### config.mk
export PLATFORM = sky130hd
export DESIGN_NAME = atta_trace_uart
export DESIGN_NICKNAME = d
export VERILOG_FILES = /design/src/rtl/atta_trace_uart.sv
export SDC_FILE = /design/constraint.sdc
export NUM_CORES = 1
export LEC_CHECK = 0
export ABC_CLOCK_PERIOD_IN_PS = 6300
export CAP_MARGIN = 25
export CORE_AREA = 2 2 212 214
export CTS_CLUSTER_DIAMETER = 200
export DETAILED_ROUTE_END_ITERATION = 16
export DIE_AREA = 0 0 214 216
export PLACE_DENSITY_LB_ADDON = 0.2
export SETUP_SLACK_MARGIN = 0.1
export SLEW_MARGIN = 20
export SYNTH_ARGS = -nofsm -noshare
export SYNTH_HDL_FRONTEND = slang
export SYNTH_SLANG_ARGS = --single-unit
### constraint.sdc
create_clock -name clk_i -period 6.3 [get_ports clk_i]
set_input_delay 1.26 -clock clk_i [delete_from_list [all_inputs] [get_ports clk_i]]
set_output_delay 1.26 -clock clk_i [all_outputs]
set_load 0.01 [all_outputs]
### src/rtl/atta_trace_uart.sv
// atta_trace_uart: captures 36-bit trace words into a small FIFO and streams
// each entry out as a 5-byte 8N1 UART frame. A trap freezes further capture.
module atta_trace_uart #(
  parameter int unsigned CLK_FREQ_HZ = 100000000,
  parameter int unsigned BAUD        = 115200,
  parameter int unsigned FIFO_AW     = 4
) (
  input  logic               clk_i,
  input  logic               rst_i,
  input  logic               trace_valid_i,
  input  logic [35:0]        trace_data_i,
  input  logic               trap_i,
  output logic               uart_tx_o,
  output logic               overflow_o,
  output logic               frozen_o,
  output logic [FIFO_AW:0]   level_o
);

  localparam int unsigned DIV   = CLK_FREQ_HZ / BAUD;
  localparam int unsigned CW    = (DIV > 1) ? $clog2(DIV) : 1;
  localparam int unsigned DEPTH = 2 ** FIFO_AW;
  localparam int unsigned LW    = FIFO_AW + 1;
  localparam int unsigned EW    = 37;

  // Bit period must span at least two clocks.
  if (DIV < 2) begin : g_div_check
    $error("atta_trace_uart: CLK_FREQ_HZ/BAUD must be at least 2");
  end

  typedef enum logic [1:0] {
    S_IDLE  = 2'd0,
    S_START = 2'd1,
    S_DATA  = 2'd2,
    S_STOP  = 2'd3
  } state_e;

  state_e               state_q, state_d;
  logic [CW-1:0]        div_cnt_q;
  logic [2:0]           bit_idx_q;
  logic [2:0]           byte_idx_q;
  logic [EW-1:0]        frame_q;
  logic                 tx_q, tx_d;
  logic [7:0]           cur_byte_c;

  logic [EW-1:0]        mem_q [DEPTH];
  logic [FIFO_AW-1:0]   wr_ptr_q, rd_ptr_q;
  logic [LW-1:0]        level_q;
  logic                 overflow_q, frozen_q, drop_pending_q;

  logic capture_c, full_c, push_c, drop_c, pop_c, bit_end_c;

  // Fullness is judged on the pre-pop level so a full FIFO drops even on a pop cycle.
  assign capture_c = trace_valid_i && !frozen_q;
  assign full_c    = (level_q == LW'(DEPTH));
  assign push_c    = capture_c && !full_c;
  assign drop_c    = capture_c && full_c;
  assign pop_c     = (state_q == S_IDLE) && (level_q != '0);
  assign bit_end_c = (div_cnt_q == CW'(DIV - 1));

  // FIFO pointers, occupancy and sticky status flags.
  always_ff @(posedge clk_i) begin
    if (rst_i) begin
      wr_ptr_q       <= '0;
      rd_ptr_q       <= '0;
      level_q        <= '0;
      overflow_q     <= 1'b0;
      frozen_q       <= 1'b0;
      drop_pending_q <= 1'b0;
    end else begin
      if (trap_i) frozen_q <= 1'b1;
      if (push_c) begin
        wr_ptr_q       <= wr_ptr_q + FIFO_AW'(1);
        drop_pending_q <= 1'b0;
      end
      if (drop_c) begin
        overflow_q     <= 1'b1;
        drop_pending_q <= 1'b1;
      end
      if (pop_c) rd_ptr_q <= rd_ptr_q + FIFO_AW'(1);
      if (push_c && !pop_c) begin
        level_q <= level_q + LW'(1);
      end else if (!push_c && pop_c) begin
        level_q <= level_q - LW'(1);
      end
    end
  end

  // FIFO storage; each entry carries the drop flag above the trace word.
  always_ff @(posedge clk_i) begin
    if (push_c) mem_q[wr_ptr_q] <= {drop_pending_q, trace_data_i};
  end

  // Serializer state register.
  always_ff @(posedge clk_i) begin
    if (rst_i) state_q <= S_IDLE;
    else       state_q <= state_d;
  end

  // Serializer next-state logic.
  always_comb begin
    state_d = state_q;
    unique case (state_q)
      S_IDLE:  if (pop_c) state_d = S_START;
      S_START: if (bit_end_c) state_d = S_DATA;
      S_DATA:  if (bit_end_c && (bit_idx_q == 3'd7)) state_d = S_STOP;
      S_STOP:  if (bit_end_c) state_d = (byte_idx_q == 3'd4) ? S_IDLE : S_START;
      default: state_d = S_IDLE;
    endcase
  end

  // Serializer output: select the current byte and the line level for this state.
  always_comb begin
    cur_byte_c = frame_q[7:0];
    tx_d       = 1'b1;
    unique case (byte_idx_q)
      3'd0:    cur_byte_c = {1'b1, frame_q[36], 2'b00, frame_q[35:32]};
      3'd1:    cur_byte_c = frame_q[31:24];
      3'd2:    cur_byte_c = frame_q[23:16];
      3'd3:    cur_byte_c = frame_q[15:8];
      default: cur_byte_c = frame_q[7:0];
    endcase
    unique case (state_q)
      S_START: tx_d = 1'b0;
      S_DATA:  tx_d = cur_byte_c[bit_idx_q];
      default: tx_d = 1'b1;
    endcase
  end

  // Serializer datapath: bit timer, bit/byte indices, frame holding register, line.
  always_ff @(posedge clk_i) begin
    if (rst_i) begin
      tx_q       <= 1'b1;
      div_cnt_q  <= '0;
      bit_idx_q  <= '0;
      byte_idx_q <= '0;
      frame_q    <= '0;
    end else begin
      tx_q <= tx_d;
      if ((state_q == S_IDLE) || bit_end_c) div_cnt_q <= '0;
      else                                  div_cnt_q <= div_cnt_q + CW'(1);
      if (pop_c) begin
        frame_q    <= mem_q[rd_ptr_q];
        byte_idx_q <= '0;
      end
      if ((state_q == S_START) && bit_end_c) bit_idx_q <= '0;
      if ((state_q == S_DATA) && bit_end_c)  bit_idx_q <= bit_idx_q + 3'd1;
      if ((state_q == S_STOP) && bit_end_c && (byte_idx_q != 3'd4))
        byte_idx_q <= byte_idx_q + 3'd1;
    end
  end

  assign uart_tx_o  = tx_q;
  assign overflow_o = overflow_q;
  assign frozen_o   = frozen_q;
  assign level_o    = level_q;

endmodule

==> qor.yml <==
synth:
  synthFlopType: "edfxtp_1"
  synth_edf_count: 592
  synth_nets: 1309
  avgSynthCellArea_um2: 20.52
  synth_commonest_cells: "edfxtp_1 (592), mux4_2 (185), nand2_1 (96), dfxtp_1 (72), nor2_1 (55)"
  seq_area_frac_synth_pct: 75.10
  synth.area.top_cells: "edfxtp_1 (69%), mux4_2 (16%), dfxtp_1 (5.6%)"
  ys_ff_latch: 664
  async_flop_share_pct: 0
  yosys.area.top_type: "edfxtp_1"
  yosysWarnings: 0
  ys_types: 44
  synth_most_common_cell: "edfxtp_1"
  synth_area_um2: 25590
  syn-instance-count: 1247
  synth.top_cell.area_share_pct: 69.46
global_routing:
  grt.total_usage_pct: 24.04
  grt_overflow_total: 0
  grt_pass1_vias: 12314
  grt_max_degree: 119
  antenna_found_initial: 2
  grt_pass1_wl_um: 80400
timing:
  fin_setup_tns_ns: 0
  drv_slew: 0
  finalCritPeriodShare_pct: 62.39
  clock.fmax_mhz: 254.4
  holdWs_ns: 0.4552
  layout_min_cycle_time_ns: 3.931
  final_hold_viol_count: 0
  setup_violations: 0
  fin_skew_ns: 0.01743
  tightestPinTransition_ns: 0.9936
  rsz0062_at_grt: "no"
  slew_headroom_pct: 33.60
clock_network:
  clock_sinks: 664
  root_buffer: "clkbuf_16"
  clk_latency_ns: 0.59
  ctsLongestPathBuffers: 3
  hold_buffers: 0
  post_cts_resized: 0
  clkTransAtPathRegs_ns: 0.06
  cts_buffers: 68
  cts_tree: "done"
  cts.htree.levels: 3
  cts_setup_buffers: 0
layout:
  n_antenna_cell: 0
  area_growth_pct: 13.31
  register_area_um2: 19230
  nNetsFinal: 1384
  fillerInstances: 2845
  drive_above_1_share_pct: 24.16
  multi_input_area_um2: 6071
place:
  dp_hpwl_um: 33260
  gp_congestion: 0.8082
  port_buffers: 47
route:
  drtIter0Drc: 1533
  post-route-drc-count: 0
  dr_total_vias: 12267
  ant_nets: 0
  drt_first_pass_iters: 5
  wl_um: 53610
  vias_per_cell: 6.240
  wl_per_cell_um: 27.27
setup_path:
  crit_path_max_fanout: 29
  startpoint_type: "input port"
  crit_arrival_ns: 4.22
  path_class: "in -> reg"
  end_kind: "flop"
  required_ns: 6.59
pwr:
  p_int_w: 0.008387
  power.leakage_nw: 9.027
  pwr_density_cell_nw_per_um2: 395.4
  switching_share_pct: 26.86
  comb_power_share_pct: 21.0
  seqPwrFrac_pct: 45.3
  clkPwrFrac_pct: 33.8
  ir_drop_v: 0.0002783
  netSwitchingPower_w: 0.003080
die:
  die_x_um: 214
  die-area_um2: 46220
  fp.dieH_um: 216
  start_util_pct: 58.38
  rows: 77
  core-area_um2: 43840
  ios: 48
flow_run:
  max_cap_violations: 0
status:
  status: "finished, final reports clean"
worst_hold_path:
  hp-class: "reg -> reg"
critical path, cell delays in order:
cell and delay, ns:
clkdlybuf4s50_1 0.48, nand2b_1 0.08, a21oi_1 0.73, nand2_1 0.44, nor2_4 0.87, buf_4 0.33
state kept, by name, summed over array words and instances, names as in the netlist:
signal          cells
bit_idx_q           3
byte_idx_q          3
div_cnt_q          10
drop_pending_q      1
frame_q            37
frozen_o            1
level_o             5
mem_q             592
overflow_o          1
rd_ptr_q            4
state_q             2
uart_tx_o           1
wr_ptr_q            4
area by class of cell:
| type | count | share of cell area, % |
|---|---|---|
| Clock buffer | 95 | 6.545 |
| Clock inverter | 27 | 0.8974 |
| Inverter | 14 | 0.1812 |
| Multi-Input combinational cell | 500 | 20.93 |
| Sequential cell | 664 | 66.32 |
| Tap cell | 592 | 2.554 |
| Timing Repair Buffer | 74 | 2.572 |
power by group through the flow:
stage / combinational (W) / clock [W] / sequential [W]
3_5_place_dp: 0.00241 / 0 / 0.00528
3_3_place_gp: 0.00239 / 0 / 0.00527
4_1_cts: 0.00242 / 0.00393 / 0.00519
6_report: 0.00240 / 0.00387 / 0.00519
2_1_floorplan: 0.00177 / 0 / 0.00517
5_1_grt: 0.00258 / 0.00410 / 0.00522
cells by family (layout without fill, tap and decap cells):
kind of cell,count (synthesis),after routing,synth area share (%)
AOI/OAI and AO/OA,88,88,2.088
xor gates and xnor gates,18,18,0.6160
adders and majority gates,22,22,1.105
buffers and inverters,83,210,1.643
DFF,664,664,75.10
muxes,190,190,16.48
and+or+nand+nor,182,182,2.973
layer usage:
metal  up-vias  part of all wire (%)  GRT usage [%]
met4         2                   2.1          6.340
met1      6414                    43          37.60
li1       5234                     -              -
met2       544                    45          34.39
met3        73                   9.8          5.948
met5         -                 0.024              0
per-stage QoR:
stage | setup WS (ns) | cells | instance area (um2) | util [%] | total power, W
global placement | 1.845 | 1841 | 26770 | 61.06 | 0.007657
floorplan | 1.288 | 1247 | 25590 | - | 0.006947
global route | 2.170 | 1966 | 29000 | 66.15 | 0.01190
CTS | 2.416 | 1966 | 29000 | 66.15 | 0.01155
detailed placement | 1.792 | 1844 | 26840 | 61.23 | 0.007689
finish | 2.369 | 1966 | 29000 | 66.15 | 0.01147
cell usage in the layout, fill, tap and decap left out, types with 2 or more instances in the layout:
master / n
mux4_2: 185
nand4_1: 2
nand3_1: 9
xnor2_1: 6
nand4b_1: 2
o21ai_0: 8
buf_12: 3
clkinv_1: 7
nand2b_1: 3
clkdlybuf4s50_1: 46
o21bai_1: 2
clkbuf_16: 71
buf_4: 22
bufinv_16: 4
o211ai_1: 5
inv_6: 4
a31oi_1: 2
mux2i_1: 4
nor2_1: 43
clkbuf_1: 20
clkinv_2: 9
nor2_4: 12
or4_1: 2
nand2_1: 96
edfxtp_1: 592
buf_16: 2
dfxtp_1: 68
or3_1: 4
nor3_2: 4
a21o_1: 2
xor2_1: 12
a222oi_1: 5
a221oi_1: 2
a21oi_1: 52
dfxtp_4: 3
a32oi_1: 4
inv_1: 13
ha_1: 21
clkbuf_8: 3
path summary, 6_finish.rpt:
path | depth (start not counted) | startpoint | slack, ns | end
hold / removal | 2 | frame_q[7] | 0.46 | frame_q[7]
hold reg to reg | 2 | frame_q[7] | 0.46 | frame_q[7]
setup reg to reg | 13 | level_o[0] | 2.47 | level_o[4]
setup / recovery | 6 | trace_valid_i | 2.37 | mem_q[5][3]
No activity file was read; power rests on OpenSTA's default activity.
